### config.mk
export PLATFORM = sky130hd
export DESIGN_NAME = seq_multiplier
export DESIGN_NICKNAME = d
export VERILOG_FILES = /design/src/rtl/seq_multiplier.sv
export SDC_FILE = /design/constraint.sdc
export NUM_CORES = 1
export LEC_CHECK = 0
export CORE_MARGIN = 8
export CORE_UTILIZATION = 30
export DETAILED_ROUTE_END_ITERATION = 16
export PLACE_DENSITY_LB_ADDON = 0.08
export SYNTH_ARGS = -nofsm -noshare
export SYNTH_HDL_FRONTEND = slang
export SYNTH_SLANG_ARGS = --single-unit
### constraint.sdc
create_clock -name clk -period 16.2 [get_ports clk]
set_input_delay 3.24 -clock clk [delete_from_list [all_inputs] [get_ports clk]]
set_output_delay 3.24 -clock clk [all_outputs]
set_load 0.02 [all_outputs]
### src/rtl/seq_multiplier.sv
// seq_multiplier: multi-cycle shift-and-add multiplier for RV32M MUL/MULH/MULHSU/MULHU.
// Multiplies operand magnitudes, then fixes the sign of the double-width product once at the end.
module seq_multiplier_adder #(
    parameter int N = 33
) (
    input  logic [N-1:0] a,
    input  logic [N-1:0] b,
    input  logic         sub,
    output logic [N-1:0] sum
);
    logic carry;
    logic bx;
    always_comb begin
        sum   = '0;
        carry = sub;
        bx    = 1'b0;
        for (int i = 0; i < N; i++) begin
            bx     = b[i] ^ sub;
            sum[i] = a[i] ^ bx ^ carry;
            carry  = (a[i] & bx) | (carry & (a[i] ^ bx));
        end
    end
endmodule

module seq_multiplier #(
    parameter int WIDTH = 32
) (
    input  logic             clk,
    input  logic             rst_n,
    input  logic             in_valid,
    output logic             in_ready,
    input  logic [1:0]       op,
    input  logic [WIDTH-1:0] a,
    input  logic [WIDTH-1:0] b,
    input  logic             kill,
    output logic             out_valid,
    input  logic             out_ready,
    output logic [WIDTH-1:0] o
);
    localparam int CW = $clog2(WIDTH);

    typedef enum logic [1:0] {IDLE, CALC, FIX, DONE} state_t;

    state_t               state_q, state_d;
    logic [1:0]           op_q, op_d;
    logic                 neg_q, neg_d;
    logic [WIDTH-1:0]     mag_a_q, mag_a_d;
    logic [WIDTH-1:0]     mult_q, mult_d;
    logic [WIDTH-1:0]     o_q, o_d;
    logic [2*WIDTH-1:0]   product_q, product_d;
    logic [CW-1:0]        count_q, count_d;
    logic                 in_ready_q, in_ready_d;
    logic                 out_valid_q, out_valid_d;
    logic [WIDTH:0]       add_a, add_b, add_sum;
    logic                 a_neg, b_neg;
    logic [2*WIDTH-1:0]   fixed;

    assign a_neg = a[WIDTH-1] & ((op == 2'b01) | (op == 2'b10));
    assign b_neg = b[WIDTH-1] & (op == 2'b01);
    assign add_a = {1'b0, product_q[2*WIDTH-1:WIDTH]};
    assign add_b = mult_q[0] ? {1'b0, mag_a_q} : '0;
    assign fixed = neg_q ? (~product_q + (2*WIDTH)'(1)) : product_q;

    seq_multiplier_adder #(.N(WIDTH + 1)) u_adder (
        .a   (add_a),
        .b   (add_b),
        .sub (1'b0),
        .sum (add_sum)
    );

    // out_valid lags DONE entry by one cycle so it is a pure decode of registered state.
    always_comb begin
        state_d     = state_q;
        op_d        = op_q;
        neg_d       = neg_q;
        mag_a_d     = mag_a_q;
        mult_d      = mult_q;
        product_d   = product_q;
        count_d     = count_q;
        o_d         = o_q;
        out_valid_d = 1'b0;
        if (kill) begin
            state_d = IDLE;
        end else begin
            case (state_q)
                IDLE: if (in_valid) begin
                    op_d      = op;
                    neg_d     = a_neg ^ b_neg;
                    mag_a_d   = a_neg ? -a : a;
                    mult_d    = b_neg ? -b : b;
                    product_d = '0;
                    count_d   = '0;
                    state_d   = CALC;
                end
                CALC: begin
                    product_d = {add_sum, product_q[WIDTH-1:1]};
                    mult_d    = mult_q >> 1;
                    count_d   = count_q + CW'(1);
                    state_d   = (count_q == CW'(WIDTH - 1)) ? FIX : CALC;
                end
                FIX: begin
                    product_d = fixed;
                    o_d       = (op_q == 2'b00) ? fixed[WIDTH-1:0] : fixed[2*WIDTH-1:WIDTH];
                    state_d   = DONE;
                end
                default: begin
                    state_d     = (out_valid_q & out_ready) ? IDLE : DONE;
                    out_valid_d = ~(out_valid_q & out_ready);
                end
            endcase
        end
        in_ready_d = (state_d == IDLE);
    end

    always_ff @(posedge clk or negedge rst_n) begin
        if (!rst_n) begin
            state_q     <= IDLE;
            op_q        <= '0;
            neg_q       <= 1'b0;
            mag_a_q     <= '0;
            mult_q      <= '0;
            product_q   <= '0;
            count_q     <= '0;
            o_q         <= '0;
            in_ready_q  <= 1'b1;
            out_valid_q <= 1'b0;
        end else begin
            state_q     <= state_d;
            op_q        <= op_d;
            neg_q       <= neg_d;
            mag_a_q     <= mag_a_d;
            mult_q      <= mult_d;
            product_q   <= product_d;
            count_q     <= count_d;
            o_q         <= o_d;
            in_ready_q  <= in_ready_d;
            out_valid_q <= out_valid_d;
        end
    end

    assign in_ready  = in_ready_q;
    assign out_valid = out_valid_q;
    assign o         = o_q;
endmodule

==> impl_metrics.tcl <==
set metrics [dict create \
    outcome "complete, no violations" \
    layout-drive-gt1-share_pct 5.82 \
    syn-cell-area_um2 11500 \
    comb_power_share_pct 34.2 \
    finalMaxSlewViolations 0 \
    fin_skew_ns 0.0168 \
    setup_ws_ns 2.38 \
    rsz0062_at_grt "false" \
    end_kind "flop" \
    antenna_found_initial 1 \
    synth_top_flop_cell "dfrtp_1" \
    finalSetupViolCount 0 \
    ys_warn_count 0 \
    min_period_ns 13.82 \
    finalCritPeriodShare_pct 85.3 \
    final_core_util_pct 35.7 \
    async_flop_share_pct 100 \
    synthTopCellsByArea "dfrtp_1 37%, nand2_1 6.0%, o21ai_0 5.9%" \
    use_met1_pct 24.7 \
    vias 10337 \
    fin_nets 1508 \
    yosysTopAreaCellShare_pct 37.1 \
    synthTopCellsByCount "183 x nand2_1, 171 x dfrtp_1, 137 x o21ai_0, 85 x clkbuf_1, 80 x a21oi_1" \
    ctsResizeCount 0 \
    yosysMostFrequentCell "nand2_1" \
    htree_levels 4 \
    num_rows 72 \
    critPathKind "flop to flop" \
    ios 105 \
    cts.sinks 172 \
    fin_area_um2 13700 \
    via_per_inst 5.37 \
    first_iter_violations 653 \
    finalSetupTns_ns 0 \
    critPathMaxFanout 33 \
    grt-ovfl-total 0 \
    io_buffers 104 \
    avgSynthCellArea_um2 8.57 \
    grtUsageMet2_pct 27.9 \
    die-area_um2 45000 \
    ys_types 69 \
    seq_area_frac_synth_pct 37.3 \
    first_pass_iters 5 \
    relSlewSlack_pct 31.3 \
    switchingPower_mw 0.580 \
    syn-num-nets 1459 \
    p_int_mw 0.950 \
    dieHeight_um 212 \
    syn_inst 1346 \
    drt-total-wl_um 39900 \
    p_leak_nw 5.53 \
    clock_power_share_pct 28.9 \
    max_cap_violations 0 \
    wl_per_cell_um 20.7 \
    start_kind "flop" \
    dp_worst_setup_slack_ns 2.35 \
    grtUsageMet3_pct 4.25 \
    cts_tree "yes" \
    cts_root_buffer "clkbuf_16" \
    synth_edf_count 0 \
    timing.fmax_mhz 72.4 \
    drtAntennaViolNets 0 \
    cp_data_arrival_time_ns 14.15 \
    antenna_cells 0 \
    power_density_nw_per_um2 112 \
    hold_class "flop to flop" \
    crit_slowest_cell "dfrtp_1" \
    drc 0 \
    dpl-instance-area_um2 13000 \
    path_clk_slew_ns 0.07 \
    switching_share_pct 37.9 \
    sequentialPowerShare_pct 36.9 \
    yosysTopAreaCell "dfrtp_1" \
    place.gp.congestion 0.832 \
    crit_top_cell "fa_1" \
    grt_use_total_pct 17.9 \
    grt_pass1_wl_um 62600 \
    cp.required_ns 16.53 \
    grt.busiest_layer "met2" \
    area_growth_pct 18.4 \
    grt_max_degree 71 \
    ctsHoldBuffers 0 \
    grt_pass1_vias 10427 \
    clock_latency_ns 0.46 \
    hold_viol 0 \
    cts_buffers 17 \
    start_util_pct 30.1 \
    die_w_um 212 \
    ir_worst_vdd_mv 0.0537 \
    r2r_setup_slack_ns 2.38 \
    core_area_um2 38300 \
    post_cts_buffers 0 \
    ys_seq_elements 172 \
    dp_hpwl_um 28500 \
    crit_path_max_incr_delay_ns 1.02 \
    clk_path_buf_depth 2 \
    finalPower_mw 1.53 \
    worstMarginPinSlew_ns 1.03 \
]
[through the flow]
step                      std cells  hold WS, ns
after CTS                      1926        0.481
after global routing           1926        0.499
after floorplan                1346        0.442
final                          1926        0.475
after detailed placement       1894        0.464
after global placement         1894        0.457
[cell type report]
class                           count  area, µm²
Tap cell                          518        648
Timing Repair Buffer              126       1210
Fill cell                        4021      24600
Clock buffer                       23        478
Sequential cell                   172       4310
Clock inverter                      9        136
Multi-Input combinational cell   1026       6690
Inverter                           52        195
[power by group through the flow]
stage,clock network [mW],logic (mW),registers [mW]
finish,0.442,0.523,0.565
global route,0.469,0.582,0.577
CTS,0.455,0.524,0.566
global placement,0,0.521,0.573
floorplan,0,0.323,0.564
detailed placement,0,0.523,0.574
[critical path, delay by kind of cell, from the launching register on]
kind                       cells  cell delay (ns)
adders and majority gates     32            11.93
DFF                            1             1.02
buffers and inverters          5             0.29
and+or+nand+nor                1             0.24
AOI/OAI and AO/OA              2             0.19
[state kept, by name (all words and copies together), names as in the netlist]
| signal | flops |
|---|---|
| mult_q | 32 |
| count_q | 5 |
| in_ready | 1 |
| o | 32 |
| state_q | 2 |
| mag_a_q | 32 |
| neg_q | 1 |
| product_q | 64 |
| op_q | 2 |
| out_valid | 1 |
[worst paths after layout]
| check | to | cells after the start | from |
|---|---|---|---|
| setup reg to reg | product_q[62] | 40 | mult_q[0] |
| hold / removal | mag_a_q[0] | 2 | mag_a_q[0] |
| max in group asynchronous | mult_q[0] | 2 | rst_n |
| hold reg to reg | mag_a_q[0] | 2 | mag_a_q[0] |
| setup / recovery | product_q[62] | 40 | mult_q[0] |
| min in group asynchronous | out_valid | 1 | rst_n |
[metal layers]
metal | vias to the layer above | routed length, µm
met3 | 31 | 2160
met1 | 5110 | 19300
met4 | 2 | 463
li1 | 4974 | -
met5 | - | 13
met2 | 220 | 18000
[cells by family after synthesis]
kind of cell / share of synthesized area, %
compound gates: 23.3
flops: 37.3
simple gates: 18.9
mux: 1.60
fa+ha+maj: 6.57
xor+xnor: 7.36
buf+inv: 4.92
[cell usage in the layout, fill, tap and decap left out, types with 16 or more instances in the layout]
master / synthesis / routed
clkdlybuf4s50_1: 0 / 103
nand2_1: 183 / 183
dfrtp_1: 171 / 170
a22oi_1: 28 / 28
o32a_1: 19 / 19
nor2_1: 78 / 76
a21oi_1: 80 / 79
or4_1: 16 / 16
xor2_1: 46 / 46
o41ai_1: 16 / 16
xnor2_1: 51 / 51
fa_1: 31 / 31
o21ai_0: 137 / 137
or3_1: 25 / 25
nand3_1: 40 / 39
nor3_1: 37 / 37
clkbuf_16: 0 / 17
inv_1: 52 / 52
buf_4: 0 / 22
nor4_1: 18 / 18
o31ai_1: 25 / 25
Power figures use the tool's default switching activity.
